**config.mk**
```make
export PLATFORM = sky130hd
export DESIGN_NAME = rv64_multicycle_ctrl
export DESIGN_NICKNAME = d
export VERILOG_FILES = /design/src/rtl/rv64_multicycle_ctrl.sv
export SDC_FILE = /design/constraint.sdc
export NUM_CORES = 1
export LEC_CHECK = 0
export CORE_ASPECT_RATIO = 1.1
export CORE_MARGIN = 1
export CORE_UTILIZATION = 43
export CTS_BUF_LIST = sky130_fd_sc_hd__clkbuf_4 sky130_fd_sc_hd__clkbuf_8
export CTS_CLUSTER_SIZE = 30
export DETAILED_ROUTE_END_ITERATION = 16
export HOLD_SLACK_MARGIN = 0.03
export PLACE_DENSITY = 0.77
export SYNTH_ARGS = -nofsm -noshare
export SYNTH_HDL_FRONTEND = slang
export SYNTH_SLANG_ARGS = --single-unit
```
**constraint.sdc**
```tcl
create_clock -name clk -period 2.9 [get_ports clk]
set_clock_uncertainty 0.15 [all_clocks]
set_input_delay 0.58 -clock clk [delete_from_list [all_inputs] [get_ports clk]]
set_output_delay 0.58 -clock clk [all_outputs]
set_load 0.005 [all_outputs]
```
**src/rtl/rv64_multicycle_ctrl.sv**
```systemverilog
// rv64_multicycle_ctrl: multi-cycle RV64I sequencer (FETCH/DECODE/EXEC/MEM/WB/TRAP) with instruction register and retire counter
module rv64_multicycle_ctrl (
  input  logic        clk,
  input  logic        reset,
  output logic        imem_req,
  input  logic        imem_ready,
  input  logic [31:0] imem_rdata,
  output logic [31:0] inst,
  output logic [2:0]  immGenType,
  output logic        alu_src_a,
  output logic        alu_src_b,
  input  logic        branch_taken,
  output logic        pc_we,
  output logic [1:0]  pc_src,
  output logic        rf_we,
  output logic [1:0]  wb_sel,
  output logic        dmem_req,
  output logic        dmem_we,
  input  logic        dmem_ready,
  output logic        retire,
  output logic [63:0] instret,
  output logic        illegal
);
  typedef enum logic [2:0] {S_FETCH, S_DECODE, S_EXEC, S_MEM, S_WB, S_TRAP} state_t;
  typedef enum logic [3:0] {C_LUI, C_AUIPC, C_JAL, C_JALR, C_LOAD, C_STORE, C_OPIMM, C_OP, C_BRANCH, C_ILL} cls_t;
  state_t      state_q, state_d;
  cls_t        cls;
  logic [31:0] inst_q, inst_d;
  logic [63:0] instret_q, instret_d;
  logic        run, in_exec, in_mem, in_wb, br_done, st_done;
  always_comb begin
    cls = C_ILL;
    case (inst_q[6:0])
      7'b0110111: cls = C_LUI;
      7'b0010111: cls = C_AUIPC;
      7'b1101111: cls = C_JAL;
      7'b1100111: cls = C_JALR;
      7'b0000011: cls = C_LOAD;
      7'b0100011: cls = C_STORE;
      7'b0010011, 7'b0011011: cls = C_OPIMM;
      7'b0110011, 7'b0111011: cls = C_OP;
      7'b1100011: cls = C_BRANCH;
      default: cls = C_ILL;
    endcase
  end
  assign immGenType = (cls == C_LUI || cls == C_AUIPC) ? 3'b000 :
                      cls == C_JAL ? 3'b001 :
                      (cls == C_JALR || cls == C_LOAD || cls == C_OPIMM) ? 3'b010 :
                      cls == C_BRANCH ? 3'b011 :
                      cls == C_STORE ? 3'b100 : 3'b111;
  assign run       = !reset;
  assign in_exec   = run && state_q == S_EXEC;
  assign in_mem    = run && state_q == S_MEM;
  assign in_wb     = run && state_q == S_WB;
  assign br_done   = in_exec && cls == C_BRANCH;
  assign st_done   = in_mem && cls == C_STORE && dmem_ready;
  assign imem_req  = run && state_q == S_FETCH;
  assign dmem_req  = in_mem;
  assign dmem_we   = in_mem && cls == C_STORE;
  assign alu_src_a = in_exec && (cls == C_AUIPC || cls == C_JAL);
  assign alu_src_b = in_exec && !(cls == C_OP || cls == C_BRANCH);
  assign retire    = in_wb || br_done || st_done;
  assign pc_we     = retire;
  assign rf_we     = in_wb;
  assign wb_sel    = !in_wb ? 2'b00 : cls == C_LUI ? 2'b11 :
                     (cls == C_JAL || cls == C_JALR) ? 2'b10 : cls == C_LOAD ? 2'b01 : 2'b00;
  assign pc_src    = br_done ? (branch_taken ? 2'b01 : 2'b00) : !in_wb ? 2'b00 :
                     cls == C_JAL ? 2'b01 : cls == C_JALR ? 2'b10 : 2'b00;
  assign illegal   = run && state_q == S_TRAP;
  assign inst      = inst_q;
  assign instret   = instret_q;
  always_comb begin
    state_d   = state_q;
    inst_d    = inst_q;
    instret_d = instret_q + {63'd0, retire};
    case (state_q)
      S_FETCH: begin
        state_d = imem_ready ? S_DECODE : S_FETCH;
        inst_d  = imem_ready ? imem_rdata : inst_q;
      end
      S_DECODE: state_d = cls == C_ILL ? S_TRAP : cls == C_LUI ? S_WB : S_EXEC;
      S_EXEC:   state_d = cls == C_BRANCH ? S_FETCH : (cls == C_LOAD || cls == C_STORE) ? S_MEM : S_WB;
      S_MEM:    state_d = !dmem_ready ? S_MEM : cls == C_STORE ? S_FETCH : S_WB;
      S_WB:     state_d = S_FETCH;
      default:  state_d = S_TRAP;
    endcase
  end
  always_ff @(posedge clk) begin
    if (reset) begin
      state_q   <= S_FETCH;
      inst_q    <= 32'h0000_0013;
      instret_q <= 64'd0;
    end else begin
      state_q   <= state_d;
      inst_q    <= inst_d;
      instret_q <= instret_d;
    end
  end
endmodule

```
# --- Word-level counts from Yosys, hierarchy flattened ---
# Index checks and enable logic that the tools add are counted.
word_totals:
  output_inout_bits: 112
  reg_bits: 99
classes:
  addsub: 1
  mux: 23
  reduce_logical: 26
  n_eq_ne: 25
op_table:
  columns: ["op", "n"]
  rows:
  - ["64-bit by 1-bit adder with 64-bit output", 1]
  - ["4-bit one-hot mux with 9 select lines", 1]
  - ["3-bit two-way mux", 10]
  - ["7-bit by 6-bit equality test with 1-bit output (second input constant)", 4]
  - ["7-bit by 5-bit equality test with 1-bit output (second input constant)", 3]
  - ["7-bit equality test (second input constant)", 3]
  - ["4-bit by 3-bit equality test with 1-bit output (second input constant)", 4]
  - ["2-bit two-way mux", 8]
  - ["3-bit one-hot mux with 5 select lines", 1]
  - ["1-bit logical AND", 10]
  - ["1-bit logical OR", 9]
  - ["4-bit by 2-bit equality test with 1-bit output (second input constant)", 2]
  - ["4-bit equality test (second input constant)", 2]
  - ["7-bit by 2-bit equality test with 1-bit output (second input constant)", 1]
  - ["3-bit by 2-bit equality test with 1-bit output (second input constant)", 2]
  - ["3-bit equality test (second input constant)", 2]
  - ["4-bit by 1-bit equality test with 1-bit output (second input constant)", 1]
  - ["4-bit zero test", 1]
  - ["2-bit OR reduction", 2]
  - ["3-bit by 1-bit equality test with 1-bit output (second input constant)", 1]
  - ["3-bit zero test", 1]
  - ["1-bit two-way mux", 3]
  - ["1-bit zero test", 2]
  - ["2-bit AND reduction", 1]

# --- Depth between registers and ports, before layout ---
depth:
  ltp_word: 9
  depth_mapped: 14

# --- Worst setup path after synthesis ---
# No wires, ideal clock.
synth_timing:
  path_kind: "input to register"
  start: "input reset"
  end: "register instret_q[44] (netlist: instret[44])"
  t_required_ns: 2.680
  arrival_ns: 3.029
  path_slack_ns: -0.349
  n_path_buf: 1
  path_stages: 13
  setup_time_ns: 0.070
  cell_sequence: "clkbuf_1 -> nor2_1 -> nand3_1 -> nor2_1 -> a22oi_1 -> nand2_1 -> ha_1 -> ha_1 -> nand4_1 -> nor4_1 -> nand4_1 -> or4_1 -> a21oi_1"
synth_between:
  elab_chain_len: 6
  word_cells_on_any_way: 10
  classes_between: "add/sub (1); reduce/logical (9)"
synth_rtl:
  columns: ["element", "line_no", "text"]
  rows:
  - ["start: declaration", "4", "input logic reset,"]
  - ["1-bit zero test", "51", "assign run = !reset;"]
  - ["1-bit logical AND", "53", "assign in_mem = run && state_q == S_MEM;"]
  - ["1-bit logical AND", null, null]
  - ["named net dmem_we", "18", "output logic dmem_we,"]
  - ["1-bit logical AND", "56", "assign st_done = in_mem && cls == C_STORE && dmem_ready;"]
  - ["1-bit logical OR", "62", "assign retire = in_wb || br_done || st_done;"]
  - ["named net pc_we", "13", "output logic pc_we,"]
  - ["64-bit by 1-bit adder with 64-bit output", "75", "instret_d = instret_q + {63'd0, retire};"]
  - ["end signal: assignment", "96", "instret_q <= instret_d;"]
  - ["end: declaration", "29", "logic [63:0] instret_q, instret_d;"]
# The timed path passes the listed nets, and every way through them passes these cells.
# A chain may end at the register's enable or synchronous reset.

# --- Final worst setup path ---
layout_timing:
  start: "register inst_q[2] (netlist: inst[2])"
  end: "register instret_q[30] (netlist: instret[30])"
layout_between:
  elab_chain_len: 8
  word_cells_on_any_way: 22
  classes_between: "add/sub (1); eq/ne (13); mux (1); reduce/logical (7)"
layout_rtl:
  columns: ["element", "line_no", "text"]
  rows:
  - ["start: declaration", "28", "logic [31:0] inst_q, inst_d;"]
  - ["start signal: assignment", "95", "inst_q <= inst_d;"]
  - ["7-bit by 6-bit equality test with 1-bit output or 7-bit by 5-bit equality test with 1-bit output (tied branches)", "33", "case (inst_q[6:0])"]
  - ["2-bit OR reduction", "33", null]
  - ["4-bit one-hot mux with 9 select lines *", "33", null]
  - ["4-bit equality test or 4-bit by 3-bit equality test with 1-bit output (tied branches)", "55, 56", null]
  - ["1-bit logical AND, on equally long branches", "55, 56", null]
  - ["1-bit logical OR or 1-bit logical AND (tied branches)", "62, 56", null]
  - ["1-bit logical OR *", "62", null]
  - ["64-bit by 1-bit adder with 64-bit output *", "75", null]
# Mark *: on every way between the ends. The rest lies on a longest branch, timed or not.

==> impl_results.md <==
* Static leakage at 2.432 nW
* Worst setup margin at -0.1991 ns
* Hold Crit Depth at 2
* Reg clk slew, reported paths at 0.09 ns
* Pwr dens at between 500 and 600 nW/µm²
* Cell with the most instances after synthesis: nand2_1
* Post-route DRC at 0
* Vias in the first global route at about 4.8k
* Async set-reset flop share out of synthesis at 0
* Die width at 101.8 µm
* Starting Density at 0.4471
* Drt wl/cell at about 15 µm
* Clk_lat worst skew at 0.35 ns
* Drt first pass iters at 5
* Fin cells at 929
* Fraction of layout cells with a size suffix above 1 at 0.1412
* Avg Cell Area, Syn at approximately 8 µm²
* Die ar. at between 10,000 and 15,000 µm²
* DR vias/cell at 5.484
* GR Overflow Total at 0
* Port Buffers at 148
* Root Buffer: clkbuf_8
* Failing checks: setup timing
* Outcome: finished, violations left
* Final setup fails at 23
* Post-synth top area share at 0.4206
* Fillers at 906
* CTS Buf Count at 9
* Overall routed net length at between 10,000 and 15,000 µm
* Placer congestion estimate at between 0.8 and 0.9
* Vias at 5,095
* Primary FF master, synth: dfxtp_1
* Fin Setup TNS at -1.861 ns
* Power, Total at 3.808 mW
* Seq/Total Area, Yosys at 0.4206
* Iteration-0 DRC Markers at roughly 260
* Clock Path Buffers at 2
* Leading area contributor after synthesis: dfxtp_1
* Post-synthesis cell count at 603
* EDFF count, synth at 0
* Worst Hold Class: register to register
* Worst path required time at ~3.0 ns
* Worst-path maximum fanout at 6
* Worst EP arrival at around 3.2 ns
* Setup crit end kind: register
* Largest cells by area after synthesis: dfxtp_1 (42%), nand2_1 (8.0%), a21oi_1 (7.0%)
* Hold Vio Cnt, Final at 0
* Setup crit start kind: register
* Final nets at 820
* CORE AREA at 10,540 µm²
* Area of the multi-input gates at 2721 µm²
* Slew @ Worst Pin at about 0.85 ns
* Max cap viols at 0
* CTS Hold Buffers Added at 0
* First-pass GRT wire length at 22,350 µm
* R2R depth at 13
* Register area at 1986 µm²
* Fmax at 322.7 MHz
* Crit Path Category: register to register
* Post-DP HPWL at 10,210 µm
* DRT antenna net count at 0
* Period utilisation layout at 1.069
* Distinct cells, synth at 49
* Rel. slew slack at 0.4357
* Gr usage total at 0.2451
* # clock sinks at 99
* Post-Place Cells at just over 900
* Initial antenna violation count at 0
* Synth top cells by count: nand2_1 (100), dfxtp_1 (99), a21oi_1 (66), nor2_1 (58), clkbuf_1 (30)
* I/O pin total at 149
* Syn Nets at around 640
* Final Slew Violations at 0
* Synthesis-stage register bit count at between 90 and 100
* RSZ-0062 raised after global routing: true
* Die Ht at 111.8 µm
* Worst IR Drop VDD at around 0.00029 V
* Diodes inserted at 0
* Largest net degree at the start of global routing at 84
* Cell Area, Synth at approximately 4700 µm²
* Synth-to-Final Area Change at 48.94%
* CTS tree: built
* Final critical-path required period at 3.099 ns
* H-tree depth at 3
* Synthesis warning total at 0
* Rows at 39
timing repair:
action	in CTS	in global routing
resized for setup	23	21
cloned	0	0
endpoints found under the setup margin	47	51
pin swaps	13	13
setup buffers	4	4
routing by layer:
metal  vias up  part of all wire  track usage
met5         -                 0            0
met2       182              0.53       0.4437
met1      2392              0.39       0.2750
met4         0             0.021      0.09714
met3        26             0.058      0.05210
li1       2495                 -            -
where the power goes:
| part | internal [mW] | total, mW | switching [mW] |
|---|---|---|---|
| registers | 1.50 | 1.60 | 0.0974 |
| clock network | 0.411 | 0.879 | 0.468 |
| logic | 0.674 | 1.33 | 0.658 |
logic make-up after synthesis:
kind of cell / after synthesis / synth area share
muxes: 1 / 0.002124
xor gates and xnor gates: 32 / 0.05948
and+or+nand+nor: 304 / 0.3332
DFF: 99 / 0.4206
adders and majority gates: 2 / 0.005310
AOI/OAI and AO/OA: 117 / 0.1397
buffers and inverters: 48 / 0.03956
critical path, cell delays in order (launching register included):
cell	delay (ns)
dfxtp_2	0.33
nand4bb_1	0.18
or3_4	0.36
nor2_4	0.11
a22oi_2	0.09
nand2_2	0.13
ha_4	0.17
ha_4	0.13
nand4_1	0.17
nor3_2	0.24
buf_4	0.18
nand4_1	0.19
or3_1	0.43
a21oi_2	0.15
state kept, by name, summed over array words and instances, names as in the netlist:
signal / count
instret: 64
state_q: 3
inst: 32
stage by stage:
stage / instance area, µm² / worst slack (ns) / utilization / hold WS (ns)
CTS: 6910 / -0.2182 / 0.6556 / 0.3102
detailed placement: 6616 / -0.3859 / 0.6277 / 0.2966
global placement: 6616 / -0.2743 / 0.6277 / 0.2916
global route: 7018 / -0.4026 / 0.6658 / 0.3261
floorplan: 4750 / -0.2045 / - / 0.3027
finish: 7018 / -0.1991 / 0.6658 / 0.3106
cells in the final DEF, fill, tap and decap left out, types with 5 or more instances in the layout:
| cell type | count |
|---|---|
| or3_1 | 15 |
| and3_1 | 6 |
| nand4_1 | 23 |
| nor2_1 | 54 |
| nand3b_1 | 7 |
| or4_1 | 10 |
| nand2_1 | 99 |
| nor2b_1 | 5 |
| buf_6 | 5 |
| dfxtp_1 | 96 |
| o31ai_1 | 8 |
| clkbuf_8 | 9 |
| xnor2_1 | 11 |
| nor4_1 | 6 |
| dlygate4sd2_1 | 5 |
| nor3_1 | 7 |
| nand3_1 | 26 |
| clkdlybuf4s50_1 | 139 |
| xor2_1 | 20 |
| inv_1 | 15 |
| o21ai_0 | 27 |
| a21oi_1 | 64 |
| buf_4 | 47 |
cell type report:
class,count,share of cell area
clock buffer,10,0.01872
clock inverter,6,0.009271
inverter,15,0.008023
multi-input combinational,456,0.3878
sequential,99,0.2829
tap,143,0.02549
timing repair buffer,200,0.2678
worst paths after layout:
path | from | endpoint | slack, ns
hold / removal | inst[11] | inst[11] | 0.31
setup / recovery | inst[2] | instret[30] | -0.20
hold reg to reg | inst[11] | inst[11] | 0.31
setup reg to reg | inst[2] | instret[30] | -0.20
No activity file was read; power rests on OpenSTA's default activity.
